==> src/rtl/mandelbrot_scanner.sv <==
// Raster-order pixel sequencer for the mandelbrot core: LOAD -> RUN -> EMIT per pixel, accumulating coordinates.
// Latency LOAD to px_valid = core iterations + 2; EMIT holds px_* until px_ready, stalling the whole walk.
module mandelbrot_scanner #(
    parameter int Q      = 12,
    parameter int N      = 16,
    parameter int WIDTH  = 64,
    parameter int HEIGHT = 48,
    parameter int XW     = 8,
    parameter int YW     = 8
) (
    input  logic          clk,
    input  logic          rst,
    input  logic          start,
    input  logic [N-1:0]  x_start,
    input  logic [N-1:0]  y_start,
    input  logic [N-1:0]  step_re,
    input  logic [N-1:0]  step_im,
    output logic          busy,
    output logic          frame_done,
    output logic [N-1:0]  c_real,
    output logic [N-1:0]  c_imag,
    output logic          run,
    input  logic          done,
    input  logic [7:0]    count,
    output logic [XW-1:0] px_x,
    output logic [YW-1:0] px_y,
    output logic [7:0]    px_count,
    output logic          px_valid,
    input  logic          px_ready
);

    if (WIDTH < 1 || HEIGHT < 1 || WIDTH > (1 << XW) || HEIGHT > (1 << YW) || Q >= N) begin : g_bad_params
        $error("mandelbrot_scanner: inconsistent parameters");
    end

    localparam logic [1:0] S_IDLE = 2'd0;
    localparam logic [1:0] S_LOAD = 2'd1;
    localparam logic [1:0] S_RUN  = 2'd2;
    localparam logic [1:0] S_EMIT = 2'd3;

    localparam logic [XW-1:0] X_LAST = XW'(WIDTH - 1);
    localparam logic [YW-1:0] Y_LAST = YW'(HEIGHT - 1);

    logic [1:0]    state_q, state_d;
    logic [XW-1:0] x_q, x_d;
    logic [YW-1:0] y_q, y_d;
    logic [N-1:0]  c_real_q, c_real_d;
    logic [N-1:0]  c_imag_q, c_imag_d;
    logic [N-1:0]  x_start_q, x_start_d;
    logic [N-1:0]  step_re_q, step_re_d;
    logic [N-1:0]  step_im_q, step_im_d;
    logic [XW-1:0] px_x_q, px_x_d;
    logic [YW-1:0] px_y_q, px_y_d;
    logic [7:0]    px_count_q, px_count_d;
    logic          frame_done_q, frame_done_d;

    always_comb begin
        state_d      = state_q;
        x_d          = x_q;
        y_d          = y_q;
        c_real_d     = c_real_q;
        c_imag_d     = c_imag_q;
        x_start_d    = x_start_q;
        step_re_d    = step_re_q;
        step_im_d    = step_im_q;
        px_x_d       = px_x_q;
        px_y_d       = px_y_q;
        px_count_d   = px_count_q;
        frame_done_d = 1'b0;

        case (state_q)
            S_IDLE: begin
                if (start) begin
                    x_start_d = x_start;
                    step_re_d = step_re;
                    step_im_d = step_im;
                    c_real_d  = x_start;
                    c_imag_d  = y_start;
                    x_d       = '0;
                    y_d       = '0;
                    state_d   = S_LOAD;
                end
            end
            S_LOAD: begin
                state_d = S_RUN;
            end
            S_RUN: begin
                if (done) begin
                    px_count_d = count;
                    px_x_d     = x_q;
                    px_y_d     = y_q;
                    state_d    = S_EMIT;
                end
            end
            default: begin
                if (px_ready) begin
                    if (x_q == X_LAST && y_q == Y_LAST) begin
                        frame_done_d = 1'b1;
                        state_d      = S_IDLE;
                    end else if (x_q != X_LAST) begin
                        x_d      = x_q + XW'(1);
                        c_real_d = c_real_q + step_re_q;
                        state_d  = S_LOAD;
                    end else begin
                        // Row wrap restarts the real axis from the latched origin, not by subtraction.
                        x_d      = '0;
                        c_real_d = x_start_q;
                        y_d      = y_q + YW'(1);
                        c_imag_d = c_imag_q + step_im_q;
                        state_d  = S_LOAD;
                    end
                end
            end
        endcase
    end

    always_ff @(posedge clk) begin
        if (rst) begin
            state_q      <= S_IDLE;
            x_q          <= '0;
            y_q          <= '0;
            c_real_q     <= '0;
            c_imag_q     <= '0;
            x_start_q    <= '0;
            step_re_q    <= '0;
            step_im_q    <= '0;
            px_x_q       <= '0;
            px_y_q       <= '0;
            px_count_q   <= '0;
            frame_done_q <= 1'b0;
        end else begin
            state_q      <= state_d;
            x_q          <= x_d;
            y_q          <= y_d;
            c_real_q     <= c_real_d;
            c_imag_q     <= c_imag_d;
            x_start_q    <= x_start_d;
            step_re_q    <= step_re_d;
            step_im_q    <= step_im_d;
            px_x_q       <= px_x_d;
            px_y_q       <= px_y_d;
            px_count_q   <= px_count_d;
            frame_done_q <= frame_done_d;
        end
    end

    assign busy       = (state_q != S_IDLE);
    assign run        = (state_q == S_RUN);
    assign px_valid   = (state_q == S_EMIT);
    assign frame_done = frame_done_q;
    assign c_real     = c_real_q;
    assign c_imag     = c_imag_q;
    assign px_x       = px_x_q;
    assign px_y       = px_y_q;
    assign px_count   = px_count_q;

endmodule

==> config.mk <==
export PLATFORM = sky130hd
export DESIGN_NAME = mandelbrot_scanner
export DESIGN_NICKNAME = d
export VERILOG_FILES = /design/src/rtl/mandelbrot_scanner.sv
export SDC_FILE = /design/constraint.sdc
export NUM_CORES = 1
export LEC_CHECK = 0
export ABC_AREA = 1
export CORE_ASPECT_RATIO = 0.5
export CORE_UTILIZATION = 25
export CTS_CLUSTER_DIAMETER = 100
export CTS_CLUSTER_SIZE = 14
export DETAILED_ROUTE_END_ITERATION = 8
export GPL_TIMING_DRIVEN = 0
export HOLD_SLACK_MARGIN = 0.15
export PLACE_DENSITY = 0.43
export RECOVER_POWER = 25
export REMOVE_ABC_BUFFERS = 1
export SLEW_MARGIN = 40
export SYNTH_ARGS = -nofsm -noshare
export SYNTH_HDL_FRONTEND = slang
export SYNTH_SLANG_ARGS = --single-unit
==> constraint.sdc <==
create_clock -name clk -period 2 [get_ports clk]
set_input_delay 0.6 -clock clk [delete_from_list [all_inputs] [get_ports clk]]
set_output_delay 0.6 -clock clk [all_outputs]
set_load 0.03 [all_outputs]
# Word level (Yosys, flattened, before mapping)
# Cells that the tools add are included.
# totals
inputBits,77
regBits,123
# op_classes
n_addsub,4
muxes,25
bitwise_logic,2
eq_ne,10
n_reduce_logical,12
# ops
op,count
16-bit 2-to-1 mux,8
16-bit one-hot mux with 2 select lines,2
8-bit 2-to-1 mux,7
16-bit adder,2
8-bit one-hot mux with 2 select lines,2
8-bit by 1-bit adder with 8-bit output (second input constant),2
8-bit by 6-bit == test with 1-bit output (second input constant),2
8-bit by 6-bit inequality test with 1-bit output (second input constant),1
2-bit 2-to-1 mux,3
2-bit by 1-bit inequality test with 1-bit output (second input constant),3
2-bit one-hot mux with 3 select lines,1
5-bit AND reduction,1
5-bit OR reduction,1
2-bit == test (second input constant),2
2-bit AND reduction,2
4-bit AND reduction,1
2-bit nonzero test,2
4-bit nonzero test,1
3-bit AND reduction,1
2-bit by 1-bit == test with 1-bit output (second input constant),1
2-bit logical NOT,1
1-bit 2-to-1 mux,2
2-bit inequality test (second input constant),1
1-bit NOT,2
2 further kinds,2

# Longest topological paths before layout
# depth
depth_word,5
ltp_mapped,14
depth_no_buf,13

# Worst setup path before layout
# OpenSTA, ideal clock, no wires.
# synth_timing
path_type,reg2out
startpoint,register state_q[0]
endpoint,output busy
path_stages_with_launch,7
t_arrival_ps,1537
slack_ps,-137
path_buffers,3
path_cell_list,dfxtp_1 > inv_1 > ha_1 > buf_2 > inv_1 > clkbuf_1 > clkbuf_1
# synth_between
elab_chain_len,1
# synth_rtl
element,line_no,rtl
from (decl),44,"logic [1:0] state_q, state_d;"
from (signal assigned),132,state_q <= state_d;
2-bit nonzero test,147,assign busy = (state_q != S_IDLE);
to (decl),18,"output logic busy,"
# Every way passes these cells.

# Worst setup path after layout
# layout_timing
startpoint,register state_q[0]
endpoint,register x_q[2]
# layout_between
elab_chain_len,4
elab_cells_between_ends,10
# layout_rtl
element,line_no,rtl
2-bit == test / 2-bit by 1-bit == test with 1-bit output (equally long branches),71,case (state_q)
2-bit OR reduction (no line),n/a,
1-bit NOT (no line),n/a,
4-bit AND reduction (no line),n/a,
to (signal assigned),120,x_q <= '0;
to (signal assigned),133,x_q <= x_d;
to (decl),45,"logic [XW-1:0] x_q, x_d;"
# Parallel ways exist; a longest one is shown, timed or not.
# A chain may end at the register's enable or synchronous reset.

==> qor.csv <==
stage,metric,value,unit
outcome,status,completed,
clock_network,worst-skew pair later-pin latency,430,ps
cells_and_area,Antenna diodes,0,
floorplan,Die Span X,233,um
detailed_routing,Final ANT Viol Nets,0,
yosys,Compound-Gate Fraction of Synth Area,0.153,
critical_path,reg2reg end,x_q[2],
detailed_routing,DRC errors left,0,
sta,unrepaired setup endpoints after global routing,yes,
floorplan,# IOs,137,
grt,total grt overflow,0,
placement,Placed Area,0.00837,mm^2
sta,# setup viols final,0,
critical_path,crit-path max cell delay,330,ps
yosys,synthesized cell area,0.00668,mm^2
sta,part of the cycle the worst path needs,0.966,
grt,first-pass GRT wire length,36200,um
yosys,synth warn,0,
critical_path,slowest cell on the critical path,dfxtp_2,
grt,largest net degree at the start of global routing,49,
placement,IO buf count,136,
cells_and_area,layout cells sized above 1,0.113,
clock_network,Bufs on Longest Clock Path,2,
critical_path,Crit Path Category,flip-flop to flip-flop,
detailed_routing,drt wl/cell,15.1,um
critical_path,Worst setup startpoint,state_q[0],
critical_path,type of destination of the critical path,flip-flop,
cells_and_area,multi-input logic area,0.00390,mm^2
yosys,largest family of logic cells by synthesized area,simple AND/OR/NAND/NOR gates,
detailed_routing,Vias,6692,
cells_and_area,Finished Cell Area,0.00946,mm^2
detailed_routing,Post-Route WL,22500,um
grt,vias in the first global route,6657,
cells_and_area,most frequent cells in the layout,"nand2_1 (213), nor2_1 (175), dfxtp_1 (120), o21ai_0 (101), a21oi_1 (77)",
pwr,P_leak,0.00443,uW
yosys,Yosys reg bits,123,
cells_and_area,area delta synth->final,41.7,%
yosys,Synth Area in XOR/XNOR,0.0302,
critical_path,R2R Setup Slk,70,ps
floorplan,Initial Utilization,0.260,
clock_network,Root Buffer,clkbuf_16,
sta,Final Skew,5.16,ps
clock_network,Sink Count,123,
critical_path,"Cell Chain, Critical Path","inv_2, ha_4, buf_8, nor2_4, nor3_4, nand2_4, nor2_8, clkinv_4, nand2_8, buf_4, nor3b_2",
floorplan,Core Region,0.0257,mm^2
yosys,Synth Area in Simple Gates,0.293,
sta,Max-slew headroom,0.658,
critical_path,WP data required,2310,ps
cells_and_area,fin util,0.368,
sta,max-slew violations,0,
grt,Total GRT Usage,0.170,
yosys,post-synthesis mux area share,0.00750,
cells_and_area,fin nets,1248,
critical_path,Critical R2R Launch,state_q[0],
detailed_routing,DR vias/cell,4.49,
yosys,"Avg Cell Area, Syn",6.78,um^2
floorplan,die area,0.0274,mm^2
detailed_routing,initial DRC count,288,
run,Max Cap Viol,0,
clock_network,CTS tree,done,
cells_and_area,count of filler cells inserted in the layout,2760,
detailed_routing,first-pass detailed-route iteration total,4,
sta,Hold WS,472,ps
placement,GPL Wtd Cong,0.784,
yosys,post-synthesis sequential area ratio,0.369,
clock_network,CTS H-tree lvls,4,
clock_network,number of buffers created by CTS,17,
yosys,Unique masters post-synth,40,
critical_path,CP max FO,5,
critical_path,critical path startpoint category,flip-flop,
min_path,worst hold path class,flip-flop to flip-flop,
sta,Least-Margin Pin Slew,512,ps
critical_path,CP arrival,2250,ps
critical_path,Reg2Reg Depth,11,
sta,FMAX,518,MHz
floorplan,# rows,41,
sta,Hold Fails Final Rpt,0,
cells_and_area,"commonest non-fill, non-tap cell in the layout",nand2_1,
placement,DP HPWL,14700,um
sta,Final min period,1930,ps
pwr,VDD IR max,674,uV
yosys,cells after synthesis,984,
grt,initial antenna violation count,0,
floorplan,die height,118,um
cells_and_area,FF/Latch Area,0.00247,mm^2
yosys,adder and majority gate portion of the synthesized area,0.0735,
clock_network,hold_buf cts,0,
clock_network,register clock-pin slew on the reported worst setup and hold paths,60,ps
critical_path,worst setup path endpoint,x_q[2],
pwr,PD cells,1580,mW/mm^2
==> synth_stat cells <==
library cell | instances | area share
o21ai_0 | 107 | 0.080
a21oi_1 | 80 | 0.060
buf_4 | 1 | 0.0011
clkbuf_1 | 30 | 0.017
inv_6 | 1 | 0.0013
nand3b_1 | 2 | 0.0022
xor2_1 | 15 | 0.020
o21bai_1 | 3 | 0.0034
clkinv_4 | 1 | 0.0013
nor3_2 | 1 | 0.0015
buf_6 | 1 | 0.0017
nand4_1 | 4 | 0.0037
buf_2 | 8 | 0.0060
o211ai_1 | 4 | 0.0045
xnor2_1 | 8 | 0.010
o22ai_1 | 1 | 0.00094
nand3_1 | 40 | 0.030
clkinv_1 | 1 | 0.00056
nand3_4 | 1 | 0.0026
nor2_8 | 1 | 0.0030
nor3_4 | 1 | 0.0024
inv_1 | 76 | 0.043
nor3b_1 | 1 | 0.0011
mux2i_1 | 5 | 0.0075
nor2_2 | 1 | 0.00094
nand2_2 | 4 | 0.0037
dfxtp_1 | 123 | 0.37
nor2_1 | 179 | 0.10
nand2_1 | 222 | 0.12
a21o_1 | 2 | 0.0022
ha_1 | 36 | 0.067
inv_2 | 1 | 0.00056
nand2_4 | 2 | 0.0034
or2_2 | 5 | 0.0047
fa_1 | 2 | 0.0060
o31ai_1 | 1 | 0.0011
buf_1 | 2 | 0.0011
a21boi_0 | 1 | 0.0011
nor3_1 | 9 | 0.0067
nor2_4 | 1 | 0.0017
==> report_power, final <==
group	switching, uW	total [uW]	internal (uW)
logic	4920	7900	2980
registers	501	3660	3160
clock network	1160	3390	2230
total	6580	14900	8370
==> what timing repair did <==
item | CTS | global route
setup buffers | 20 | 7
resized for setup | 98 | 44
cloned | 6 | 1
pin swaps | 7 | 8
setup endpoints to repair | 174 | 53
==> critical path, delay by kind of cell, from the launching register on <==
kind / cells / cell delay [ps]
adders and majority gates: 1 / 210
buffers and inverters: 4 / 520
DFF: 1 / 330
and+or+nand+nor: 6 / 740
==> final cells by class <==
class                   count  share of cell area
multi-input cells         741               0.413
repair inverters            3             0.00344
well taps                 344              0.0455
clock inverters            13              0.0209
inverters                  80              0.0372
clock buffers              19              0.0468
flip-flops and latches    123               0.261
repair buffers            167               0.173
==> metrics by stage <==
step | worst slack, ps | cells | total power (uW) | TNS (ps)
finish | 67.7 | 1490 | 14900 | 0
global placement | -3420 | 1422 | 10400 | -342330
detailed placement | -1200 | 1425 | 10600 | -86150
global route | -33.2 | 1490 | 16100 | -314
CTS | 6.94 | 1483 | 14800 | 0
floorplan | -1160 | 942 | 8110 | -85300
==> kinds of logic (layout without fill, tap and decap cells) <==
group           after synthesis  after routing
flops                       123            123
xor+xnor                     23             23
simple gates                474            476
compound gates              199            199
buf+inv                     122            282
mux                           5              5
fa+ha+maj                    38             38
==> state kept, by name, indices dropped and copies added, names as in the netlist <==
name,cells
px_count,8
c_real,16
x_start_q,16
step_im_q,16
px_y,8
frame_done,1
step_re_q,16
x_q,8
px_x,8
y_q,8
c_imag,16
state_q,2
==> worst min path at each step <==
stage | from | endpoint | slack [ps] | cells after the start
2_1_floorplan | y_q[4] | y_q[4] | 450 | 2
3_3_place_gp | px_count[4] | px_count[4] | 460 | 2
3_5_place_dp | c_imag[5] | c_imag[5] | 470 | 2
4_1_cts | c_imag[5] | c_imag[5] | 480 | 2
5_1_grt | px_count[3] | px_count[3] | 500 | 2
6_report | px_count[0] | px_count[0] | 470 | 2
==> per-layer routing <==
metal | part of all wire | GRT usage | vias to the layer above
li1 | - | - | 3485
met1 | 0.50 | 0.228 | 3119
met2 | 0.46 | 0.273 | 67
met3 | 0.025 | 0.0337 | 21
met4 | 0.015 | 0.0527 | 0
met5 | 0 | 0 | -
(Power assumes the default switching activity.)
